===== config.mk =====
export PLATFORM = sky130hd
export DESIGN_NAME = cache_arbiter
export DESIGN_NICKNAME = d
export VERILOG_FILES = /design/src/rtl/cache_arbiter.sv
export SDC_FILE = /design/constraint.sdc
export NUM_CORES = 1
export LEC_CHECK = 0
export BUFFER_PORTS_ARGS = -buffer_cell sky130_fd_sc_hd__buf_2
export CAP_MARGIN = 20
export CORE_AREA = 4 4 540 542
export DETAILED_ROUTE_END_ITERATION = 10
export DIE_AREA = 0 0 544 546
export SYNTH_ARGS = -nofsm -noshare
export SYNTH_HDL_FRONTEND = slang
export SYNTH_SLANG_ARGS = --single-unit

===== constraint.sdc =====
create_clock -name clk -period 1.93 [get_ports clk]
set_clock_uncertainty 0.2 [all_clocks]
set_input_delay 0.0965 -clock clk [delete_from_list [all_inputs] [get_ports clk]]
set_output_delay 0.0965 -clock clk [all_outputs]
set_load 0.02 [all_outputs]

===== src/rtl/cache_arbiter.sv =====
// cache_arbiter
//   Shares one memory port between an I-cache (read-only line fills) and a
//   D-cache (line fills and writebacks). While the memory port is idle, a
//   pending request wins the grant. When both sides are pending, the grant
//   alternates between them, starting with D after reset. A granted transfer
//   runs until pmem_resp and is never pre-empted.
//
// Ports
//   clk, rst                          clock; asynchronous active-high reset
//   inst_read, inst_addr              I-cache fill request and line address
//   inst_rdata, inst_resp             I-cache fill data and completion pulse
//   data_read, data_write, data_addr  D-cache fill/writeback request and address
//   data_wdata                        D-cache writeback data
//   data_rdata, data_resp             D-cache fill data and completion pulse
//   pmem_read, pmem_write             shared memory request strobes
//   pmem_addr, pmem_wdata             shared memory address and write data
//   pmem_rdata, pmem_resp             shared memory read data and completion

module cache_arbiter #(
    parameter int unsigned LINE_W = 256,
    parameter int unsigned ADDR_W = 32
) (
    input  logic              clk,
    input  logic              rst,
    input  logic              inst_read,
    input  logic [ADDR_W-1:0] inst_addr,
    output logic [LINE_W-1:0] inst_rdata,
    output logic              inst_resp,
    input  logic              data_read,
    input  logic              data_write,
    input  logic [ADDR_W-1:0] data_addr,
    input  logic [LINE_W-1:0] data_wdata,
    output logic [LINE_W-1:0] data_rdata,
    output logic              data_resp,
    output logic              pmem_read,
    output logic              pmem_write,
    output logic [ADDR_W-1:0] pmem_addr,
    output logic [LINE_W-1:0] pmem_wdata,
    input  logic [LINE_W-1:0] pmem_rdata,
    input  logic              pmem_resp
);

    typedef enum logic [1:0] {
        StIdle,
        StServeI,
        StServeD
    } state_e;

    state_e r_state;
    logic   r_last_grant;  // 0 = I granted last, 1 = D granted last
    logic   w_d_pend;

    assign w_d_pend = data_read | data_write;

    always_ff @(posedge clk or posedge rst) begin
        if (rst) begin
            r_state      <= StIdle;
            r_last_grant <= 1'b0;
        end else begin
            case (r_state)
                StIdle: begin
                    // D wins a tie unless it won the previous grant.
                    if (w_d_pend && (!inst_read || !r_last_grant)) begin
                        r_state      <= StServeD;
                        r_last_grant <= 1'b1;
                    end else if (inst_read) begin
                        r_state      <= StServeI;
                        r_last_grant <= 1'b0;
                    end
                end
                // Held until memory completes, even if the requester drops.
                StServeI, StServeD: begin
                    if (pmem_resp) begin
                        r_state <= StIdle;
                    end
                end
                default: r_state <= StIdle;
            endcase
        end
    end

    always_comb begin
        pmem_read  = 1'b0;
        pmem_write = 1'b0;
        pmem_addr  = '0;
        pmem_wdata = '0;
        inst_resp  = 1'b0;
        data_resp  = 1'b0;
        case (r_state)
            StServeI: begin
                pmem_read = 1'b1;
                pmem_addr = inst_addr;
                inst_resp = pmem_resp;
            end
            StServeD: begin
                // A writeback takes priority if both strobes are up.
                pmem_write = data_write;
                pmem_read  = data_read & ~data_write;
                pmem_addr  = data_addr;
                pmem_wdata = data_wdata;
                data_resp  = pmem_resp;
            end
            default: ;
        endcase
    end

    // Read data is broadcast; resp tells each cache when it is valid.
    assign inst_rdata = pmem_rdata;
    assign data_rdata = pmem_rdata;

endmodule


# After elaboration in Yosys (flattened, before gate mapping)
# Cells that the tools add are included.
[word_totals]
reg_bits = 3
output_inout_bits = 804
[op_classes]
n_eq_ne = 4
mux = 12
bitwise = 3
reduce_logical = 9
[ops]
columns = ["op", "n"]
rows = [
  ["$mux 256", 1],
  ["$pmux 32 s2", 1],
  ["$mux 2", 3],
  ["$mux 1", 5],
  ["$pmux 2 s2", 1],
  ["$reduce_and 2->1", 2],
  ["$ne 3x3->1 const B", 1],
  ["$eq 2x1->1 const B", 1],
  ["$eq 2x2->1 const B", 1],
  ["$logic_not 1->1", 2],
  ["$logic_not 2->1", 1],
  ["$ne 2x2->1 const B", 1],
  ["$pmux 1 s2", 1],
  ["$reduce_bool 2->1", 1],
  ["$reduce_or 2->1", 1],
  ["$and 1x1->1", 1],
  ["$logic_and 1x1->1", 1],
  ["$logic_or 1x1->1", 1],
  ["$not 1->1", 1],
  ["$or 1x1->1", 1],
]

# Logic depth before layout (Yosys ltp)
[logic_depth]
depth_word = 5
depth_mapped = 6
ltp_nobuf = 5

# Worst setup path after synthesis
# No wires, ideal clock.
[synth_path]
path_kind = "reg2out"
start = "register r_state[1]"
end = "output pmem_addr[11]"
arrival_ns = 1.321
path_slack_ns = 0.313
path_stages_with_launch = 5
path_buffers = 1
cell_sequence = "dfrtp_1 inv_1 ha_1 clkbuf_1 nor2b_1"
[synth_between]
elab_chain_cells = 2
elab_cells_between_ends = 3
[synth_rtl]
columns = ["item", "line", "source"]
rows = [
  ["start: declaration", "49", "state_e r_state;"],
  ["start signal: assignment", "57", "r_state <= StIdle;"],
  ["start signal: assignment", "64", "r_state <= StServeD;"],
  ["start signal: assignment", "67", "r_state <= StServeI;"],
  ["$eq 2x2->1 or $eq 2x1->1 (tied branches)", "89", "case (r_state)"],
  ["$pmux 32 s2 (*)", "89", ""],
  ["end: declaration", "37", "output logic [ADDR_W-1:0] pmem_addr,"],
]
# Every way passes the cells marked *; elsewhere a longest branch is shown, timed or not.

# Final worst setup path
[layout_path]
start = "register r_state[1]"
end = "output pmem_wdata[193]"
[layout_between]
elab_chain_cells = 2
[layout_rtl]
columns = ["item", "line", "source"]
rows = [
  ["$eq 2x2->1", "89", ""],
  ["$mux 256", "89", ""],
  ["end: declaration", "38", "output logic [LINE_W-1:0] pmem_wdata,"],
]
# Every way passes these cells.

==> metrics.cfg <==
[sta]
max_freq_mhz=472
post-route-min-period_ns=2.12
rsz0062_at_grt=true
hold_slack_ns=-0.00566
setup_viol=251
relSlewSlack_pct=16.0
setup_slack_ns=-0.187
final-hold-violation-count=4
drv_slew=0
period_share_pct=110
tightestPinTransition_ns=1.26

[drt]
viasPerCell=1.97
wl_um=220000
wl_per_cell_um=41.8
drt-pass1-iter-count=4
drc=0
ant_nets=0
drtIter0Drc=441
vias=10400

[worst_setup_path]
crit_slowest_cell=dfrtp_1
cp_max_fo=5
startpoint_type=flip-flop
cp_num_buf_inv=6
end_kind=output pin
rr_worst_depth=8
cpLargestDelayFamily=buffers and inverters
cp.arrival_ns=1.82
r2r-end=r_state[1]$_DFFE_PP0P_
r2r_slack_ns=-0.01
critPathKind=reg2out
path_cells=buf_6 > ha_4 > buf_12 > buf_12 > buf_12 > buf_16 > and2_4 > buf_12
crit_required_ns=1.63
r2r_start=r_state[0]$_DFFE_PP0P_
crit_path_frequent_cell=buf_12
critPathMaxStageDelay_ns=0.39

[power]
p_int_mw=9.16
p_per_area_mw_per_mm2=1110
total_power_mw=20.0
netSwitchingPower_mw=10.8
p_leak_nw=6.48
clock_power_share_pct=1.7
comb_power_share_pct=97.7
seqPwrFrac_pct=0.6
ir_drop_mv=0.390
switching_share_pct=54.1

[final_layout]
syn_to_final_growth_pct=185
drive_gt1_share_pct=65.5
fin_area_sq_mm=0.0180
fill_cells=33700
final_cells=5263
final_nets=1940

[global_routing]
grt_pass1_vias=8858
antenna_found_initial=420
overflow=0
grt_pass1_wl_um=240000
grt_max_degree=35
grt_use_total_pct=13.9

[clock_tree]
clk_pin_slew_ns=0.03
cts.htree.levels=1
cts_sinks=3
cts_tree=built
numCtsBuffers=3
cts_root_buffer=clkbuf_16
clock_latency_ns=0.23
clockBufferDepth=2

[run_status]
failed_checks=negative hold slack, negative setup slack
outcome=complete, but fails checks

[worst_hold_path]
whs_path_depth=0
min_from=pmem_rdata[232]
min_to=inst_rdata[232]
hp-class=in2out

[floorplan]
dieArea_sq_mm=0.297
fp.dieW_um=544
start_util_pct=2.21
ioPinCount=1386
core_sq_mm=0.287
fp.dieH_um=546
rows=197

[synthesis]
synth_edf_count=0
ys_seq_area_share_pct=1.19
yosys-top-cells-count=buf_4, and2_1, a22oi_1, nor2b_1, clkbuf_2
yosys.cell_count.top_type=buf_4
avgSynthCellArea_sq_um=7.04
yosys.area.top_type_share_pct=60.7
synth_top_area_cell=buf_4
ys_types=19
ys_ff_latch=3
synth_area_leaders=buf_4, and2_1, a22oi_1, nor2b_1, clkbuf_2
async_reset_ff_share_pct=100
synthesis.nets=1485
synth_area_sq_mm=0.00633
synth_cells=899
yosys_warnings=0
synthFlopType=dfrtp_1

[placement]
dp_cells=4769
pre_cts_slack_ns=-0.0308
gp_congestion=0.849
place_area_sq_mm=0.0121
io_buffers=617
place_hpwl_um=204000

[run]
cap_violations=0

[cells in the final DEF (no fill, tap or decap), drive strengths merged]
cell,Yosys,final
o21ai,3,3
buf,525,657
nand2,3,3
a211o,1,1
ha,4,4
a21oi,2,2
and2b,1,1
o21a,1,1
a22oi,32,32
dfrtp,3,3
clkbuf,25,24
inv,4,4
o32ai,1,1
and2,259,259
dlygate4sd3,0,323
nor2,3,3
diode,0,129
nor2b,32,32
[sequential cells by signal (all words and copies together), names as in the netlist]
name	flops
r_last_grant	1
r_state	2
[how the worst max path moves through the flow]
| stage | start | endpoint | slack [ns] | cells past startpoint |
|---|---|---|---|---|
| 6_report | r_state[1]$_DFFE_PP0P_ | pmem_wdata[193] | -0.19 | 8 |
| 5_1_grt | r_state[0]$_DFFE_PP0P_ | pmem_addr[7] | -0.23 | 7 |
| 4_1_cts | r_state[1]$_DFFE_PP0P_ | pmem_wdata[188] | -0.20 | 8 |
| 3_5_place_dp | r_state[0]$_DFFE_PP0P_ | pmem_wdata[100] | -0.03 | 7 |
| 3_3_place_gp | r_state[0]$_DFFE_PP0P_ | pmem_wdata[163] | 0.04 | 7 |
| 2_1_floorplan | r_state[1]$_DFFE_PP0P_ | pmem_addr[11] | 0.31 | 4 |
[per-stage QoR]
| step | hold WS, ns | utilization, % | TNS (ns) |
|---|---|---|---|
| detailed placement | -0.221 | 4.22 | -0.186 |
| CTS | 0.0000137 | 5.64 | -24.27 |
| global route | 0.000106 | 6.21 | -39.49 |
| floorplan | -0.350 | - | 0 |
| finish | -0.00566 | 6.28 | -24.20 |
| global placement | -0.236 | 4.22 | 0 |
[worst reg2reg max path, cell delays in order (launching register included)]
cell and delay [ns]:
dfrtp_1 0.39, inv_2 0.08, buf_6 0.12, ha_4 0.22
buf_12 0.15, buf_16 0.17, and2b_2 0.25, a211o_1 0.22
o21ai_0 0.07
[routing by layer]
metal,GRT usage [%],routed length [um],vias to the layer above
li1,-,-,3357
met1,13.9,85100,4326
met2,21.4,91400,1741
met3,13.9,37100,717
met4,1.04,4930,212
met5,0,1640,-
[power groups by stage]
stage	clock network [mW]	registers, mW	logic [mW]
finish	0.335	0.119	19.5
global route	0.344	0.121	20.6
CTS	0.338	0.116	18.6
detailed placement	0	0.113	13.5
global placement	0	0.109	13.4
floorplan	0	0.109	6.02
[final cells by class]
| type | count | area (sq um) | area share (%) |
|---|---|---|---|
| repair buffers | 1000 | 9920 | 55.0 |
| well taps | 3781 | 4730 | 26.2 |
| multi-input cells | 342 | 2880 | 16.0 |
| diodes | 129 | 323 | 1.79 |
| clock buffers | 4 | 78.8 | 0.437 |
| flip-flops and latches | 3 | 75.1 | 0.416 |
| inverters | 4 | 15.0 | 0.0833 |
[kinds of logic after synthesis]
kind of cell,Yosys count,share of synthesized area (%)
DFF,3,1.19
adders and majority gates,4,0.791
and+or+nand+nor,298,29.2
AOI/OAI and AO/OA,40,4.59
buffers and inverters,554,64.2
[what timing repair did]
item / in CTS / in global routing
endpoints found under the setup margin: 289 / 285
pin swaps: 8 / 17
endpoints found under the hold margin: 266 / 95
cloned: 15 / 11
hold buffers: 235 / 88
buffers inserted: 13 / 0
resized for setup: 340 / 126
Note: power is estimated with default switching activity, not from simulation.
